==> config.mk <==
export PLATFORM = sky130hd
export DESIGN_NAME = bcd_scan_counter
export DESIGN_NICKNAME = d
export VERILOG_FILES = /design/src/rtl/bcd_scan_counter.sv
export SDC_FILE = /design/constraint.sdc
export NUM_CORES = 1
export LEC_CHECK = 0
export BUFFER_PORTS_ARGS = -buffer_cell sky130_fd_sc_hd__buf_4
export CAP_MARGIN = 10
export CORE_MARGIN = 8
export CORE_UTILIZATION = 32
export CTS_CLUSTER_DIAMETER = 120
export DETAILED_ROUTE_END_ITERATION = 10
export GPL_TIMING_DRIVEN = 0
export SETUP_SLACK_MARGIN = 0.2
export SKIP_LAST_GASP = 1
export SLEW_MARGIN = 20
export SYNTH_ARGS = -nofsm -noshare
export SYNTH_HDL_FRONTEND = slang
export SYNTH_SLANG_ARGS = --single-unit
==> constraint.sdc <==
create_clock -name clk_i -period 3 [get_ports clk_i]
set_input_delay 0.45 -clock clk_i [delete_from_list [all_inputs] [get_ports clk_i]]
set_output_delay 0.45 -clock clk_i [all_outputs]
set_load 0.02 [all_outputs]
==> src/rtl/bcd_scan_counter.sv <==
// bcd_scan_counter: prescaled up/down BCD counter (clear, load, wrap_o, tick_o) with a multiplexed 7-segment scan (seg_o, dig_sel_o)
module bcd_scan_counter #(
    parameter int NUM_DIGITS = 2,
    parameter int COUNT_DIV_LOG2 = 20,
    parameter int SCAN_DIV_LOG2 = 14,
    parameter bit SEG_ACTIVE_LOW = 1'b0,
    parameter bit BLANK_LEADING = 1'b1
) (
    input  logic                    clk_i,
    input  logic                    rst_i,
    input  logic                    en_i,
    input  logic                    up_i,
    input  logic                    clear_i,
    input  logic                    load_i,
    input  logic [4*NUM_DIGITS-1:0] load_value_i,
    output logic [4*NUM_DIGITS-1:0] count_o,
    output logic                    wrap_o,
    output logic                    tick_o,
    output logic [6:0]              seg_o,
    output logic [NUM_DIGITS-1:0]   dig_sel_o
);
    localparam int IW = NUM_DIGITS > 1 ? $clog2(NUM_DIGITS) : 1;
    localparam logic [6:0] SEG_OFF = SEG_ACTIVE_LOW ? 7'h7F : 7'h00;
    logic [NUM_DIGITS-1:0][3:0] cnt, nxt, ldv;
    logic [NUM_DIGITS-1:0]      blank;
    logic [COUNT_DIV_LOG2-1:0]  cpre;
    logic [SCAN_DIV_LOG2-1:0]   spre;
    logic [IW-1:0]              idx;
    logic                       carry, hz;
    logic [6:0]                 seg_raw;
    function automatic logic [6:0] decode(input logic [3:0] d);
        case (d)
            4'd0: decode = 7'h3F;
            4'd1: decode = 7'h06;
            4'd2: decode = 7'h5B;
            4'd3: decode = 7'h4F;
            4'd4: decode = 7'h66;
            4'd5: decode = 7'h6D;
            4'd6: decode = 7'h7D;
            4'd7: decode = 7'h07;
            4'd8: decode = 7'h7F;
            4'd9: decode = 7'h6F;
            default: decode = 7'h00;
        endcase
    endfunction
    assign count_o = cnt;
    assign tick_o = &cpre;
    always_comb begin
        nxt = cnt;
        ldv = '0;
        blank = '0;
        carry = 1'b1;
        hz = 1'b1;
        for (int i = 0; i < NUM_DIGITS; i++) begin
            ldv[i] = load_value_i[4*i +: 4] > 4'd9 ? 4'd9 : load_value_i[4*i +: 4];
            if (carry)
                nxt[i] = up_i ? (cnt[i] == 4'd9 ? 4'd0 : cnt[i] + 4'd1)
                              : (cnt[i] == 4'd0 ? 4'd9 : cnt[i] - 4'd1);
            carry = carry & (up_i ? cnt[i] == 4'd9 : cnt[i] == 4'd0);
        end
        for (int i = NUM_DIGITS - 1; i >= 0; i--) begin
            hz = hz & (cnt[i] == 4'd0);
            blank[i] = BLANK_LEADING && i != 0 && hz;
        end
        seg_raw = blank[idx] ? 7'h00 : decode(cnt[idx]);
    end
    always_ff @(posedge clk_i or posedge rst_i) begin
        if (rst_i) begin
            cnt <= '0;
            wrap_o <= 1'b0;
            cpre <= '0;
            spre <= '0;
            idx <= '0;
            dig_sel_o <= '0;
            seg_o <= SEG_OFF;
        end else begin
            cpre <= cpre + 1'b1;
            spre <= spre + 1'b1;
            wrap_o <= 1'b0;
            if (clear_i)
                cnt <= '0;
            else if (load_i)
                cnt <= ldv;
            else if (tick_o && en_i) begin
                cnt <= nxt;
                wrap_o <= carry;
            end
            if (&spre)
                idx <= idx == IW'(NUM_DIGITS - 1) ? '0 : idx + 1'b1;
            dig_sel_o <= NUM_DIGITS'(1) << idx;
            seg_o <= seg_raw ^ {7{SEG_ACTIVE_LOW}};
        end
    end
endmodule

==> run metrics <==
Netlist Area Pre-Place=roughly 0.0029 mm^2; Avg WL per Cell=13.6 um; global route overflow=0; vias in the first global route=2120; flops & latches, synth=53; crit path from=count_o[1]; IO Port Bufs=31; max-slew violation count=0; pwr dens=between 400 and 500 mW/mm^2; Max Fclk=434 MHz; max incr delay on CP=0.48 ns; Worst EP arrival=2.51 ns; Total Routed Length=~6000 um; Syn Area/Cell=~9.8 um^2; clock skew=0.00607 ns; Critical Path Fanout Max=7; FF/Latch Area=between 0.001 and 0.0015 mm^2; relative slew slack=between 50% and 60%; Critical-path top delay cell=dfrtp_1; Max Buffers Root-to-Sink=2; Die ar.=0.0123 mm^2; main area contributors after synthesis=dfrtp_1 46%, ha_1 6.1%, xnor2_1 5.2%; core area=0.00872 mm^2; CTS H-tree lvls=2; outcome=completed; PostCTS Resize Cnt=0; Setup violations, final=0; Slew @ Worst Pin=0.701 ns; CP Cell Sequence=inv_1, ha_1, or3b_1, a21oi_2, nand3_1, mux2_1, o21a_1; Worst Path Required=3.20 ns; Pleak=approximately 1.6 nW; Hold Slack=0.233 ns; Async SR Flop Fraction=100%; initial antenna violation count=0; Util after Layout=38.5%; Final Cycle Share=76.9%; Die Wd=111 um; Seq/Total Area, Yosys=46.0%; placed wire-length estimate=4400 um; final worst slack=about 0.69 ns; Fin. Hold Viols=0; Post-Synthesis Cells=293; CTS tree=done; critical path capture point type=flop; I/O pins=33; Final Critical Period=2.31 ns; 1st-iter DRT viols=116; CP Class=flop to flop; Reg clk slew, reported paths=0.09 ns; Syn. warnings=0; Yosys top cell area share=46.0%; Synth-to-Final Area Change=16.5%; Syn Nets=321; first-pass iteration count of the detailed router=4; Largest delay share family, worst path=simple AND/OR/NAND/NOR gates; Critical path buffers and inverters=1; # hold bufs at CTS=0; GPL Wtd Cong=0.842; All-Layer GR Usage=about a tenth; # diodes=0; Antenna Violating Nets Remaining=0; fill count=around 860; routed vias/inst=4.92; RSZ-0062 raised after global routing=false; Vias=2159; Die Ht=roughly 110 um; Levels on crit path=7; top_reg_cell synth=dfrtp_1; area occupied by multi-input gates=approximately 0.0014 mm^2; total design power=1.51 mW; Worst-Skew Late Latency=0.30 ns; most common cell in the netlist=dfrtp_1; largest net degree at the start of global routing=54; number of distinct library cells after synthesis=49; CTS Buf Count=5; crit path launch type=flop; initial cell density of the core=33.0%; row count=34; Max Cap Violations=0; Reg2Reg Depth=7; setup TNS=0 ns; drt drc=0; clk sinks=53; first-pass GRT wire length=10200 um; number of synthesized flops with an enable pin=0; post-synthesis cell type with the largest combined area=dfrtp_1; worst min-delay path class=input pin to async pin; clock root cell=clkbuf_8; Peak VDD IR=201 uV; pre-CTS setup slack=0.694 ns; most frequent cells after synthesis=53 x dfrtp_1, 27 x nand2_1, 22 x inv_1, 21 x nor2_1, 17 x xnor2_1; post-CTS setup buffer count=0; layout cells sized above 1=~16%; Critical R2R Launch=count_o[1]; Nets=359
==> registers in the layout, indices dropped and copies added (netlist names) <==
signal	count
dig_sel_o	2
wrap_o	1
spre	14
idx	1
cpre	20
seg_o	7
count_o	8
==> routing by layer <==
metal | GRT usage, % | vias to the layer above | share of wire [%]
met5 | 0 | - | 0
met4 | 4.23 | 0 | 1.7
met3 | 1.95 | 7 | 4.6
met2 | 13.9 | 56 | 41
met1 | 13.9 | 1006 | 53
li1 | - | 1090 | -
==> worst paths after layout <==
path	end	slack [ns]
max in group asynchronous	cpre[3]	2.32
worst max register to register	count_o[4]	0.69
min in group clk_i	dig_sel_o[1]	0.40
worst min register to register	dig_sel_o[1]	0.40
worst max-delay path	count_o[4]	0.69
worst min-delay path	spre[8]	0.23
==> cell usage in the layout, fill, tap and decap left out, types with 3 or more instances in the layout <==
cell type / count
dfrtp_1: 53
buf_4: 31
nand2_1: 27
inv_1: 21
nor2_1: 21
xnor2_1: 17
nand3_1: 16
xor2_1: 15
o21ai_0: 14
ha_1: 14
a21oi_1: 11
nand4_1: 9
nor3_1: 9
a31oi_1: 8
clkbuf_8: 7
nand2b_1: 6
and4_1: 4
mux2i_1: 3
and3_1: 3
mux2_2: 3
==> metrics by stage <==
stage / instance area (um^2) / std cells
4_1_cts: 3360 / 439
2_1_floorplan: 2880 / 293
5_1_grt: 3360 / 439
6_report: 3360 / 439
3_5_place_dp: 3250 / 432
3_3_place_gp: 3250 / 432
==> power by group <==
part           internal, mW  switching [mW]  leakage [nW]
Sequential            0.739          0.0257         0.677
Combinational         0.114           0.160         0.847
Clock                 0.243           0.230        0.0540
==> cells by family (layout without fill, tap and decap cells) <==
| family | Yosys count | in the layout | synth area share, % |
|---|---|---|---|
| xor gates and xnor gates | 32 | 32 | 9.73 |
| AOI/OAI and AO/OA | 50 | 50 | 10.9 |
| DFF | 53 | 53 | 46.0 |
| muxes | 8 | 8 | 3.39 |
| adders and majority gates | 14 | 14 | 6.08 |
| buffers and inverters | 29 | 67 | 4.82 |
| and+or+nand+nor | 107 | 107 | 19.1 |
==> layout make-up <==
type	instances	area share, %
Clock inverter	2	1.04
Tap cell	108	4.03
Buffer	7	1.68
Multi-Input combinational cell	211	42.2
Clock buffer	5	2.05
Inverter	22	2.54
Sequential cell	53	39.5
Timing Repair Buffer	31	6.94
Note: power is estimated with default switching activity, not from simulation.
